**src/rtl/multicycle_alu.sv**
```systemverilog
// Purpose: execute-stage ALU; ADD/SUB/OR/LUI in one step, SLL/SRL one bit per cycle.
// Latency: done_o one cycle after start for single-step ops and shamt 0, shamt+1 cycles for shifts.
// Backpressure: start_i is ignored while busy_o is high; requests are never queued.
module multicycle_alu #(
    parameter int DATA_WIDTH  = 32,
    parameter int SHAMT_WIDTH = 5
) (
    input  logic                  clk,
    input  logic                  reset,
    input  logic                  start_i,
    input  logic [3:0]            ALU_Operation_i,
    input  logic [DATA_WIDTH-1:0] A_i,
    input  logic [DATA_WIDTH-1:0] B_i,
    output logic                  busy_o,
    output logic                  done_o,
    output logic [DATA_WIDTH-1:0] ALU_Result_o,
    output logic                  Zero_o
);

    localparam logic [3:0] OP_ADD = 4'b0000;
    localparam logic [3:0] OP_SUB = 4'b0001;
    localparam logic [3:0] OP_SLL = 4'b0010;
    localparam logic [3:0] OP_SRL = 4'b0011;
    localparam logic [3:0] OP_LUI = 4'b1000;
    localparam logic [3:0] OP_OR  = 4'b1001;

    typedef enum logic [1:0] {
        S_IDLE  = 2'd0,
        S_SHIFT = 2'd1,
        S_DONE  = 2'd2
    } state_t;

    state_t                  state_q, state_d;
    // Only the shift direction is needed after capture; single-step ops finish
    // in the capture cycle, so the full op code is not kept.
    logic                    shift_right_q, shift_right_d;
    logic [DATA_WIDTH-1:0]   work_q, work_d;
    logic [SHAMT_WIDTH-1:0]  cnt_q, cnt_d;
    logic [DATA_WIDTH-1:0]   result_q, result_d;
    logic                    zero_q, zero_d;

    logic [SHAMT_WIDTH-1:0]  shamt_in;
    logic                    is_shift_in;
    logic [DATA_WIDTH-1:0]   single_result;
    logic [DATA_WIDTH-1:0]   shift_one;

    assign shamt_in    = B_i[SHAMT_WIDTH-1:0];
    assign is_shift_in = (ALU_Operation_i == OP_SLL) || (ALU_Operation_i == OP_SRL);

    // Result of every op that completes without iterating (shifts by 0 return A).
    always_comb begin
        single_result = '0;
        case (ALU_Operation_i)
            OP_ADD:  single_result = A_i + B_i;
            OP_SUB:  single_result = A_i - B_i;
            OP_OR:   single_result = A_i | B_i;
            OP_LUI:  single_result = B_i;
            OP_SLL:  single_result = A_i;
            OP_SRL:  single_result = A_i;
            default: single_result = '0;
        endcase
    end

    // One-bit step of the working register in the captured direction.
    always_comb begin
        shift_one = shift_right_q ? (work_q >> 1) : (work_q << 1);
    end

    // State register.
    always_ff @(posedge clk or negedge reset) begin
        if (!reset) begin
            state_q <= S_IDLE;
        end else begin
            state_q <= state_d;
        end
    end

    // Next-state logic: shifts with non-zero amount iterate, everything else finishes at once.
    always_comb begin
        state_d = state_q;
        case (state_q)
            S_IDLE: begin
                if (start_i) begin
                    if (is_shift_in && (shamt_in != '0)) begin
                        state_d = S_SHIFT;
                    end else begin
                        state_d = S_DONE;
                    end
                end
            end
            S_SHIFT: begin
                if (cnt_q == SHAMT_WIDTH'(1)) begin
                    state_d = S_DONE;
                end
            end
            S_DONE:  state_d = S_IDLE;
            default: state_d = S_IDLE;
        endcase
    end

    // Outputs decoded from the current state.
    always_comb begin
        busy_o = (state_q != S_IDLE);
        done_o = (state_q == S_DONE);
    end

    // Datapath next values: capture in IDLE, iterate in SHIFT, result loaded on entry to DONE.
    always_comb begin
        shift_right_d = shift_right_q;
        work_d        = work_q;
        cnt_d         = cnt_q;
        result_d      = result_q;
        zero_d        = zero_q;
        case (state_q)
            S_IDLE: begin
                if (start_i) begin
                    shift_right_d = (ALU_Operation_i == OP_SRL);
                    work_d        = A_i;
                    cnt_d         = is_shift_in ? shamt_in : '0;
                    if (!(is_shift_in && (shamt_in != '0))) begin
                        result_d = single_result;
                        zero_d   = (single_result == '0);
                    end
                end
            end
            S_SHIFT: begin
                work_d = shift_one;
                cnt_d  = cnt_q - SHAMT_WIDTH'(1);
                if (cnt_q == SHAMT_WIDTH'(1)) begin
                    result_d = shift_one;
                    zero_d   = (shift_one == '0);
                end
            end
            default: ;
        endcase
    end

    // Datapath registers; a reset aborts any operation in flight.
    always_ff @(posedge clk or negedge reset) begin
        if (!reset) begin
            shift_right_q <= 1'b0;
            work_q        <= '0;
            cnt_q         <= '0;
            result_q      <= '0;
            zero_q        <= 1'b1;
        end else begin
            shift_right_q <= shift_right_d;
            work_q        <= work_d;
            cnt_q         <= cnt_d;
            result_q      <= result_d;
            zero_q        <= zero_d;
        end
    end

    assign ALU_Result_o = result_q;
    assign Zero_o       = zero_q;

endmodule

```
**config.mk**
```make
export PLATFORM = sky130hd
export DESIGN_NAME = multicycle_alu
export DESIGN_NICKNAME = d
export VERILOG_FILES = /design/src/rtl/multicycle_alu.sv
export SDC_FILE = /design/constraint.sdc
export NUM_CORES = 1
export LEC_CHECK = 0
export BUFFER_PORTS_ARGS = -buffer_cell sky130_fd_sc_hd__buf_4
export CAP_MARGIN = 25
export CORE_ASPECT_RATIO = 1.5
export CORE_MARGIN = 5
export CORE_UTILIZATION = 28
export DETAILED_ROUTE_END_ITERATION = 7
export PLACE_DENSITY_LB_ADDON = 0.12
export SYNTH_ARGS = -nofsm -noshare
export SYNTH_HDL_FRONTEND = slang
export SYNTH_SLANG_ARGS = --single-unit
```
**constraint.sdc**
```tcl
create_clock -name clk -period 4.53 [get_ports clk]
set_input_delay 0.906 -clock clk [delete_from_list [all_inputs] [get_ports clk]]
set_output_delay 0.906 -clock clk [all_outputs]
set_load 0.02 [all_outputs]
```
# Word-level counts from Yosys, hierarchy flattened
# Cells that the tools add are included.
# classes
n_reduce_logical	14
n_eq_ne	11
muxes	19
n_bitwise	1
n_addsub	3
# ops
op	count
two-way mux 32 bit	5
one-hot mux 32 bit (5 select lines)	1
one-hot mux 32 bit (2 select lines)	2
logical NOT 32 bit	2
adder 32 bit	1
OR 32 bit	1
subtractor 32 bit	1
two-way mux 5 bit	2
one-hot mux 5 bit (2 select lines)	1
== test 4 x 2 -> 1 bit, second input constant	2
== test 4 bit, second input constant	2
two-way mux 2 bit	3
inequality test 2 bit, second input constant	3
AND reduction 2 bit	3
== test 5 x 1 -> 1 bit, second input constant	1
nonzero test 5 bit	1
subtractor 5 x 1 -> 5 bit, second input constant	1
== test 4 x 1 -> 1 bit, second input constant	1
logical NOT 4 bit	1
one-hot mux 2 bit (2 select lines)	1
AND reduction 4 bit	1
nonzero test 2 bit	2
two-way mux 1 bit	3
== test 2 x 1 -> 1 bit, second input constant	1
other kinds (6)	6
# word_totals
ff_bits	73
elab_cells	54

# Logic depth before layout (Yosys ltp)
# logic_depth
word_depth	7
ltp_mapped	23
ltp_nobuf	22

# Least setup slack after synthesis
# OpenSTA, ideal clock, no wires.
# synth_timing
path_type	input-to-reg
from	input ALU_Operation_i[2]
to	register zero_q (netlist: Zero_o)
n_path_buf	4
path_slack_ns	-0.790
stages	20
arrival_time_ns	5.261
required_time_ns	4.471
cell_sequence	clkbuf_1 nor3_1 clkbuf_1 clkbuf_1 nand2_1 clkbuf_1 o31ai_1 xor2_1 ha_1 a211o_1 a21oi_1 inv_1 o41ai_4 o21bai_1 xor2_1 a222oi_1 o2111a_1 nand4_1 nor4_1 a21o_1
# synth_between
elab_chain_len	7
elab_cells_between_ends	16
# synth_rtl
item	line_no	source
start, declared	11	input logic [3:0] ALU_Operation_i,
== test 4 x 2 -> 1 bit	48, 53	
OR reduction 2 bit (no source line)	-	
one-hot mux 32 bit (5 select lines)	53	case (ALU_Operation_i)
logical NOT 32 bit	122	zero_d = (single_result == '0);
two-way mux 1 bit	120	if (!(is_shift_in && (shamt_in != '0))) begin
two-way mux 1 bit	116	if (start_i) begin
one-hot mux 1 bit (2 select lines)	114	case (state_q)
end signal, assigned	151	zero_q <= zero_d;
end, declared	40	logic zero_q, zero_d;
# Parallel ways exist; a longest one is shown, timed or not. The select of a mux whose other input is x is not followed.
# A chain may end at the register's enable or synchronous reset.

# Worst setup path after layout
# layout_timing
from	input B_i[0]
to	register result_q[27] (netlist: ALU_Result_o[27])
# layout_between
elab_chain_len	5
elab_cells_between_ends	10
# layout_rtl
item	line_no	source
start, declared	13	input logic [DATA_WIDTH-1:0] B_i,
subtractor 32 bit / adder 32 bit (equally long branches)	55, 54	
one-hot mux 32 bit (5 select lines)	53	
two-way mux 32 bit	120	
two-way mux 32 bit	116	
one-hot mux 32 bit (2 select lines)	114	
end signal, assigned	150	result_q <= result_d;
end, declared	39	logic [DATA_WIDTH-1:0] result_q, result_d;
# Parallel ways exist; a longest one is shown, timed or not. The select of a mux whose other input is x is not followed.

==> summary.md <==
| Metric | Value |
|---|---|
| Status | completed |
| Yosys cell types | 72 |
| Max Freq | 229 MHz |
| Startpoint Class | input pin |
| Area post-placement | 9360 um^2 |
| Remaining DRCs | 0 |
| Mean Syn Cell Area | 7.69 um^2 |
| Initial antenna violation count | 0 |
| Leak | 4.40 nW |
| First-pass GRT wire length | 44300 um |
| Crit path DAT | 4630 ps |
| Ports | 106 |
| Die Wd | 140 um |
| PwrDens | 403 nW/um^2 |
| Die area | 28800 um^2 |
| Die height | 205 um |
| Routed Antenna Nets | 0 |
| DRT iter0 DRCs | 445 |
| PortBufs | 105 |
| Synthesized net count | 1035 |
| Worst-case reg-to-reg path depth | 12 |
| Fin nets | 1259 |
| Final Util | 40.0% |
| Design Power | 4.05 mW |
| Total track usage | 19.3% |
| Most used flip-flop cell after synthesis | dfrtp_1 |
| Share of cells above drive strength 1 | 32.5% |
| Rel. slew slack | 35.1% |
| N_diodes | 0 |
| Simple-Gate Fraction of Synth Area | 21.8% |
| Crit end category | register |
| RSZ-0062 raised after global routing | yes |
| Maximum vdd drop | 0.203 mV |
| Worst hold path type | in -> async |
| Routed WL | 28500 um |
| Req. time, crit path | 4790 ps |
| Synth top area share | 25.3% |
| Synth Area in XOR/XNOR | 6.27% |
| Design area | 10100 um^2 |
| TritonCTS clock tree | done |
| Final Hold Vio Count | 0 |
| GRT overflow | 0 |
| Largest net degree at the start of global routing | 74 |
| Mapped Area | 7130 um^2 |
| GPL Wtd Cong | 0.911 |
| Clock transition at the registers of the reported paths | 60 ps |
| Initial core utilization | 28.3% |
| Main combinational cell family by area after synthesis | compound AO/OA/AOI/OAI gates |
| Vias in the first global route | 8012 |
| Pre-CTS setup slack | -669 ps |
| Area grow syn2layout | 41.2% |
| Fraction of registers with async set/reset | 100% |
| WS Path Type | in -> reg |
| H-tree lvl count | 3 |
| PnR worst setup slack | 155 ps |
| R2R Path Start | state_q[0] |
| CTS root buf | clkbuf_16 |
| Core box area | 25100 um^2 |
| DR pass1 iterations | 6 |
| Inst Count DP | 1456 |
| Detailed-route via count | 7886 |
| Fin cells | 1483 |
| Insertion delay to the later sink of the worst-skew pair | 330 ps |
| Worst-Margin Slew | 974 ps |
| Yosys warns | 0 |
| Via-per-instance ratio | 5.32 |
| CP max FO | 5 |
| Number of synthesized flops with an enable pin | 0 |
| WL per Instance | 19.2 um |
| CTS Hold Bufs | 0 |
| Largest area contributor in the netlist | dfrtp_1 |
| Compound-gate portion of the synthesized area | 29.0% |
| Mapped Cells | 927 |
| RR Endpoint | Zero_o |
| Post-DP HPWL | 22700 um |
| Hold Slack | 378 ps |
| Setup-failing EPs final | 0 |
| Mux cell area share after synthesis | 6.09% |
| Rows | 71 |
| Num Clock Sinks | 73 |
| Layout Skew | 7.73 ps |
| Synth top area cells | dfrtp_1 (25%), a21oi_1 (7.3%), ha_1 (6.3%) |
| Clock Path Buffers | 2 |
| Pins Over Slew Limit | 0 |
| Register area share after synthesis | 25.6% |
| Synth Area in Adders | 6.60% |
| CTS Buf Count | 9 |
| Min cycle time layout | 4370 ps |
| Synthesized flop and latch total | 73 |
| Final setup TNS | 0 ps |
| Maxcap violations | 0 |
| Fin crit share | 96.6% |
| R2R setup slack | 1450 ps |
[layout make-up]
cell class	count	area, um^2
clock buffers	15	258
fillers	2644	15100
inverters	25	93.8
multi-input cells	767	5330
flip-flops and latches	73	1830
well taps	328	410
repair buffers	275	2140
[how the worst max path moves through the flow]
stage	slack (ps)	depth (start not counted)	start	endpoint
after floorplan	-100	20	ALU_Operation_i[2]	Zero_o
after global placement	-610	23	B_i[6]	Zero_o
after detailed placement	-670	23	B_i[6]	Zero_o
after CTS	10	21	B_i[0]	Zero_o
after global routing	-110	23	B_i[5]	Zero_o
final	160	21	B_i[0]	ALU_Result_o[27]
[sequential cells by signal (all words and copies together), names as in the netlist]
| signal | cells |
|---|---|
| work_q | 32 |
| state_q | 2 |
| Zero_o | 1 |
| ALU_Result_o | 32 |
| cnt_q | 5 |
| shift_right_q | 1 |
[worst max-delay path, stage by stage]
cell and delay [ps]:
buf_4 120, inv_2 60, ha_2 190, nand2_2 70, buf_4 140, o31ai_2 190, xor2_1 220, ha_1 300
a21oi_2 180, nand2_2 90, o21ai_4 280, a21oi_4 110, o41ai_4 440, buf_4 180, o31ai_1 90, o211ai_1 250
mux2_4 330, o21ai_1 120, buf_4 140, a21oi_1 80, o21ai_1 140
[report_power, final]
group,internal [mW],leakage [nW],total [mW],switching (mW)
combinational,0.957,3.38,2.23,1.27
sequential,0.933,0.892,1.17,0.242
clock,0.384,0.124,0.646,0.262
[per-layer routing]
| metal | share of wire [%] | track usage (%) |
|---|---|---|
| met1 | 43 | 24.3 |
| met2 | 51 | 34.0 |
| met3 | 3.4 | 1.88 |
| met4 | 3.1 | 6.99 |
| met5 | 0 | 0 |
[cells in the final DEF (no fill, tap or decap), types with 5 or more instances in the layout]
master / instances
buf_4: 266
a21oi_1: 94
nor2_1: 86
nand2_1: 85
dfrtp_1: 71
o21ai_0: 54
nor3_1: 41
ha_1: 35
mux2i_1: 31
xnor2_1: 28
o22a_1: 24
xor2_1: 22
inv_1: 21
a21o_1: 17
nand3_1: 14
nand2b_1: 13
a31oi_1: 11
nand4_1: 11
o31ai_1: 10
mux2_2: 10
nor3b_1: 10
a21oi_2: 10
a222oi_1: 9
clkbuf_16: 9
nor2b_1: 8
nor2_2: 7
a221oi_1: 7
nand2_2: 6
o21a_1: 6
a22oi_1: 6
o21ai_1: 5
a211oi_1: 5
clkbuf_1: 5
buf_6: 5
[cell usage after synthesis (12+ instances only)]
cell,count
xor2_1,23
dfrtp_1,72
a31oi_1,12
o21ai_0,63
nand2_1,93
mux2i_1,31
nand2b_1,14
a21oi_1,104
o31ai_1,14
o22a_1,24
xnor2_1,28
clkbuf_1,53
a21o_1,17
inv_1,24
ha_1,36
nor2_1,97
nand3_1,15
nor3_1,44
[repair_timing]
action	in CTS	in global routing
setup endpoints to repair	8	8
hold endpoints to repair	0	0
resized for setup	10	74
pin swaps	3	39
buffers inserted	3	8
[kinds of logic (layout without fill, tap and decap cells)]
family	count (synthesis)	count (layout)
AND/OR/NAND/NOR	326	326
AO/OA/AOI/OAI	311	311
buffers and inverters	87	315
flip-flops	73	73
XOR/XNOR	51	51
multiplexers	42	42
adder cells (fa/ha/maj)	37	37
Power figures use the tool's default switching activity.
